`config.mk`:
```
export PLATFORM = sky130hd
export DESIGN_NAME = multi_lane_scrambler
export DESIGN_NICKNAME = d
export VERILOG_FILES = /design/src/rtl/scr_pkg.sv /design/src/rtl/scr_lane_core.sv /design/src/rtl/multi_lane_scrambler.sv
export SDC_FILE = /design/constraint.sdc
export NUM_CORES = 2
export LEC_CHECK = 0
export ABC_CLOCK_PERIOD_IN_PS = 21800
export CELL_PAD_IN_SITES_DETAIL_PLACEMENT = 1
export CELL_PAD_IN_SITES_GLOBAL_PLACEMENT = 1
export CORE_MARGIN = 5
export CORE_UTILIZATION = 36
export CTS_CLUSTER_SIZE = 14
export DETAILED_ROUTE_END_ITERATION = 10
export DONT_BUFFER_PORTS = 1
export PLACE_DENSITY = 0.67
export SYNTH_ARGS = -nofsm -noshare
export SYNTH_HDL_FRONTEND = slang
export SYNTH_SLANG_ARGS = --single-unit
```
`constraint.sdc`:
```
create_clock -name clk -period 21.8 [get_ports clk]
set_input_delay 6.54 -clock clk [delete_from_list [all_inputs] [get_ports clk]]
set_output_delay 6.54 -clock clk [all_outputs]
set_load 0.1 [all_outputs]
```
`src/rtl/scr_pkg.sv`:
```
// Shared constants for the x^58+x^39+1 self-synchronous lane scrambler.
package scr_pkg;

  localparam int unsigned SCR_STATE_W = 58;
  localparam int unsigned SCR_TAP_A   = 39;
  localparam int unsigned SCR_TAP_B   = 58;

  localparam logic [SCR_STATE_W-1:0] SCR_DEFAULT_SEED = 58'h3FF_FFFF_FFFF_FFFF;

  typedef enum logic {
    SCR_MODE_SCRAMBLE   = 1'b0,
    SCR_MODE_DESCRAMBLE = 1'b1
  } scr_mode_e;

endpackage

```
`src/rtl/scr_lane_core.sv`:
```
// One lane: combinational x^58+x^39+1 scramble/descramble over a beat plus the 58-bit state.
// SCR_SEED_LOAD_EN adds a synchronous seed override of the state.
module scr_lane_core
  import scr_pkg::*;
#(
  parameter int unsigned             LANE_W     = 64,
  parameter logic [SCR_STATE_W-1:0]  RESET_SEED = SCR_DEFAULT_SEED
) (
  input  logic                   clk,
  input  logic                   reset,
`ifdef SCR_SEED_LOAD_EN
  input  logic                   seed_load,
  input  logic [SCR_STATE_W-1:0] seed_value,
`endif
  input  logic                   accept,
  input  logic                   active,
  input  logic                   mode,
  input  logic [LANE_W-1:0]      in_data,
  output logic [LANE_W-1:0]      out_data
);

  localparam int unsigned HistW = LANE_W + SCR_STATE_W;

  logic [SCR_STATE_W-1:0] state_q, state_d;
  logic [HistW-1:0]       hist;
  logic [LANE_W-1:0]      scr;

  // hist[j+58] is stream bit h(j); the low 58 bits hold the previous beat's tail, oldest at 0.
  always_comb begin
    hist    = '0;
    scr     = '0;
    state_d = state_q;
    for (int k = 0; k < SCR_STATE_W; k++) begin
      hist[SCR_STATE_W-1-k] = state_q[k];
    end
    for (int i = 0; i < LANE_W; i++) begin
      scr[i] = in_data[i] ^ hist[i+SCR_STATE_W-SCR_TAP_A] ^ hist[i+SCR_STATE_W-SCR_TAP_B];
      hist[i+SCR_STATE_W] = (mode == SCR_MODE_DESCRAMBLE) ? in_data[i] : scr[i];
    end
    for (int k = 0; k < SCR_STATE_W; k++) begin
      state_d[k] = hist[HistW-1-k];
    end
  end

  assign out_data = active ? scr : in_data;

  always_ff @(posedge clk or posedge reset) begin
    if (reset) begin
      state_q <= RESET_SEED;
`ifdef SCR_SEED_LOAD_EN
    end else if (seed_load) begin
      state_q <= seed_value;
`endif
    end else if (accept && active) begin
      state_q <= state_d;
    end
  end

endmodule

```
`src/rtl/multi_lane_scrambler.sv`:
```
// NUM_LANES independent x^58+x^39+1 scramblers behind a one-stage valid/ready register.
// SCR_SEED_LOAD_EN adds seed_load/seed_value ports to force every lane state.
module multi_lane_scrambler
  import scr_pkg::*;
#(
  parameter int unsigned            NUM_LANES  = 4,
  parameter int unsigned            LANE_W     = 64,
  parameter logic [SCR_STATE_W-1:0] RESET_SEED = SCR_DEFAULT_SEED
) (
  input  logic                          clk,
  input  logic                          reset,
  input  logic                          in_enable,
  input  logic                          mode,
  input  logic [NUM_LANES-1:0]          lane_mask,
  input  logic [NUM_LANES*LANE_W-1:0]   in_data,
  input  logic                          in_valid,
  output logic                          in_ready,
  output logic [NUM_LANES*LANE_W-1:0]   out_data,
  output logic                          out_valid,
  input  logic                          out_ready,
`ifdef SCR_SEED_LOAD_EN
  input  logic                          seed_load,
  input  logic [SCR_STATE_W-1:0]        seed_value,
`endif
  input  logic                          in_idle,
  output logic                          out_idle
);

  logic                        accept;
  logic [NUM_LANES*LANE_W-1:0] lane_out;

  assign in_ready = !out_valid || out_ready;
  assign accept   = in_valid && in_ready;
  assign out_idle = in_idle;

  for (genvar g = 0; g < NUM_LANES; g++) begin : g_lane
    scr_lane_core #(
      .LANE_W     (LANE_W),
      .RESET_SEED (RESET_SEED)
    ) u_lane (
      .clk        (clk),
      .reset      (reset),
`ifdef SCR_SEED_LOAD_EN
      .seed_load  (seed_load),
      .seed_value (seed_value),
`endif
      .accept     (accept),
      .active     (in_enable && lane_mask[g]),
      .mode       (mode),
      .in_data    (in_data[g*LANE_W +: LANE_W]),
      .out_data   (lane_out[g*LANE_W +: LANE_W])
    );
  end

  // out_data deliberately keeps its last value when the register drains.
  always_ff @(posedge clk or posedge reset) begin
    if (reset) begin
      out_valid <= 1'b0;
      out_data  <= '0;
    end else if (accept) begin
      out_valid <= 1'b1;
      out_data  <= lane_out;
    end else if (out_ready) begin
      out_valid <= 1'b0;
    end
  end

endmodule

```
==> impl_metrics.yaml <==
timing:
  worst_clock_skew_ps: 16.4
  slew_headroom_pct: 5.41
  tightest_slew_ps: 1420
  fin_setup_tns_ps: 0
  fmax_mhz: 74.5
  slew_violations: 0
  setup_violations: 0
  finalCritPeriodShare_pct: 61.6
  hold_viol: 0
  rsz0062_at_grt: "no"
  period_minus_slack_ps: 13420
grt:
  grt_pass1_wl_um: 145000
  grt_max_degree: 410
  grt_pass1_vias: 21792
  grt_use_total_pct: 22.3
  antenna_found_initial: 3
  grt_overflow_total: 0
detailed_routing:
  drt_iter0_drc: 1080
  routedWlPerCell_um: 23.1
  first_pass_iters: 5
  dr_wl_met2_um: 46200
  routed_via_density: 5.04
  highest_layer: "met4"
  vias: 21094
  drtAntennaViolNets: 0
  routed-wl-met3_um: 7870
  drcViolationCount: 0
  wl_um: 96700
  wl_met1_um: 39300
job:
  cap_violations: 0
cts:
  cts-root-buf: "clkbuf_16"
  numCtsBuffers: 59
  cts.repair.resized: 0
  h-tree-depth: 2
  clkTransAtPathRegs_ps: 60
  post-cts-setup-buffer-count: 0
  holdBufCountCts: 0
  clockBufferDepth: 3
  clk_latency_ps: 620
  cts_num_sinks: 489
  cts_tree: "yes"
logic_synthesis:
  synth_flop_cell: "dfrtp_1"
  async_flop_share_pct: 100
  netlist_instances: 3189
  synth_area_mm2: 0.0283
  yosys_warnings: 0
  synth.distinct_cells: 24
  syn_area_per_cell_um2: 8.86
  synth_fp_nets: 3456
  synth_edf_count: 0
  yosysSeqAreaShare_pct: 44.3
  ys_ff_latch: 489
setup_path:
  worst-setup-path-type: "in -> out"
  critical_path.slowest_cell: "nand2b_4"
  cp_max_fo: 5
  worstPathCellList: "nand2b_4"
  worstPathArrival_ps: 6880
  rr_worst_depth: 5
  endpoint_kind: "output port"
  cpPeakStageDelay_ps: 340
  timing.critical_path.from_type: "input port"
  timing.critical_path.buf_inv: 0
  cp.required_ps: 15260
  worst-path-stages: 1
  critPathTopFamily: "simple AND/OR/NAND/NOR gates"
floorplan:
  floorplan.initialDensity_pct: 36.4
  fp.dieH_um: 290
  coreArea_mm2: 0.0777
  die_x_um: 290
  placementRows: 102
  ioPinCount: 526
  dieArea_mm2: 0.0842
layout:
  mostFrequentLayoutCells: "xnor2_1 (738), nand2_1 (486), o21ai_0 (417), nor2_1 (412), dfrtp_1 (257)"
  area_growth_pct: 8.96
  final_area_mm2: 0.0308
  drive_gt1_share_pct: 10.9
  finalNetCount: 3357
  final_common_cell: "xnor2_1"
  utilization_pct: 39.6
placed_design:
  portBuffers: 0
  gp_congestion: 0.850
  dpl.hpwl_um: 71600
  placed_cell_area_mm2: 0.0289
pwr:
  total_power_w: 0.00522
  max-vdd-ir-drop_mv: 0.0839
  p_leak_nw: 11.4
  p_per_area_mw_per_mm2: 170
outcome:
  outcome: "finished, final reports clean"
hold_path:
  hold_path.class: "reg -> reg"
  min_path_cells: 2
==> sequential cells by signal, summed over array words and instances (netlist names) <==
name / flops
out_data: 256
out_valid: 1
g_lane.u_lane.state_q: 232
==> where the power goes <==
part	internal (W)	switching, W
sequential	0.00132	0.00121
clock	0.000586	0.000406
combinational	0.000758	0.000944
==> per-stage QoR <==
stage	setup slack (ps)	instances	hold WS, ps
floorplan	2000	3189	450
global placement	8380	4069	458
detailed placement	8380	4069	461
CTS	8380	4179	470
global route	8370	4181	490
finish	8380	4183	468
==> layout make-up <==
class,instances,area (um^2)
clock inverter,11,133
antenna,4,10.0
inverter,1,11.3
tap,1040,1300
sequential,489,12500
timing repair buffer,20,163
multi-input combinational,2519,14900
clock buffer,99,1780
fill,9000,46900
==> path summary, 6_finish.rpt <==
check / start / end / slack, ps
worst max-delay path: out_ready / in_ready / 8380
worst min-delay path: g_lane[1].u_lane.state_q[46] / g_lane[1].u_lane.state_q[46] / 470
worst max register to register: out_valid / out_data[142] / 17660
worst min register to register: g_lane[1].u_lane.state_q[46] / g_lane[1].u_lane.state_q[46] / 470
max in group asynchronous: reset / out_data[76] / 13020
min in group asynchronous: reset / out_data[45] / 5830
==> Yosys cell counts (all sizes together) (2+ instances only) <==
cell type | count | area share (%)
xnor2 | 738 | 23
o21ai | 582 | 10
nand2 | 490 | 6.5
nor2 | 412 | 5.5
dfrtp | 257 | 23
dfstp | 232 | 22
xor2 | 100 | 3.1
clkbuf | 99 | 1.3
buf | 81 | 1.9
nand3 | 77 | 1.4
or3 | 76 | 1.7
mux2i | 18 | 0.64
a21oi | 12 | 0.21
and3 | 6 | 0.13
and2 | 5 | 0.11
nand2b | 2 | 0.071
==> routing by layer <==
metal,up-vias,GRT usage (%)
li1,10085,-
met2,509,37.4
met1,10362,27.1
met4,0,7.20
met5,-,0
met3,138,7.32
==> cells by family after synthesis <==
| kind of cell | share of synthesized area, % |
|---|---|
| compound gates | 10.5 |
| xor+xnor | 26.0 |
| buf+inv | 3.18 |
| flops | 44.3 |
| mux | 0.637 |
| simple gates | 15.4 |
(Power assumes the default switching activity.)
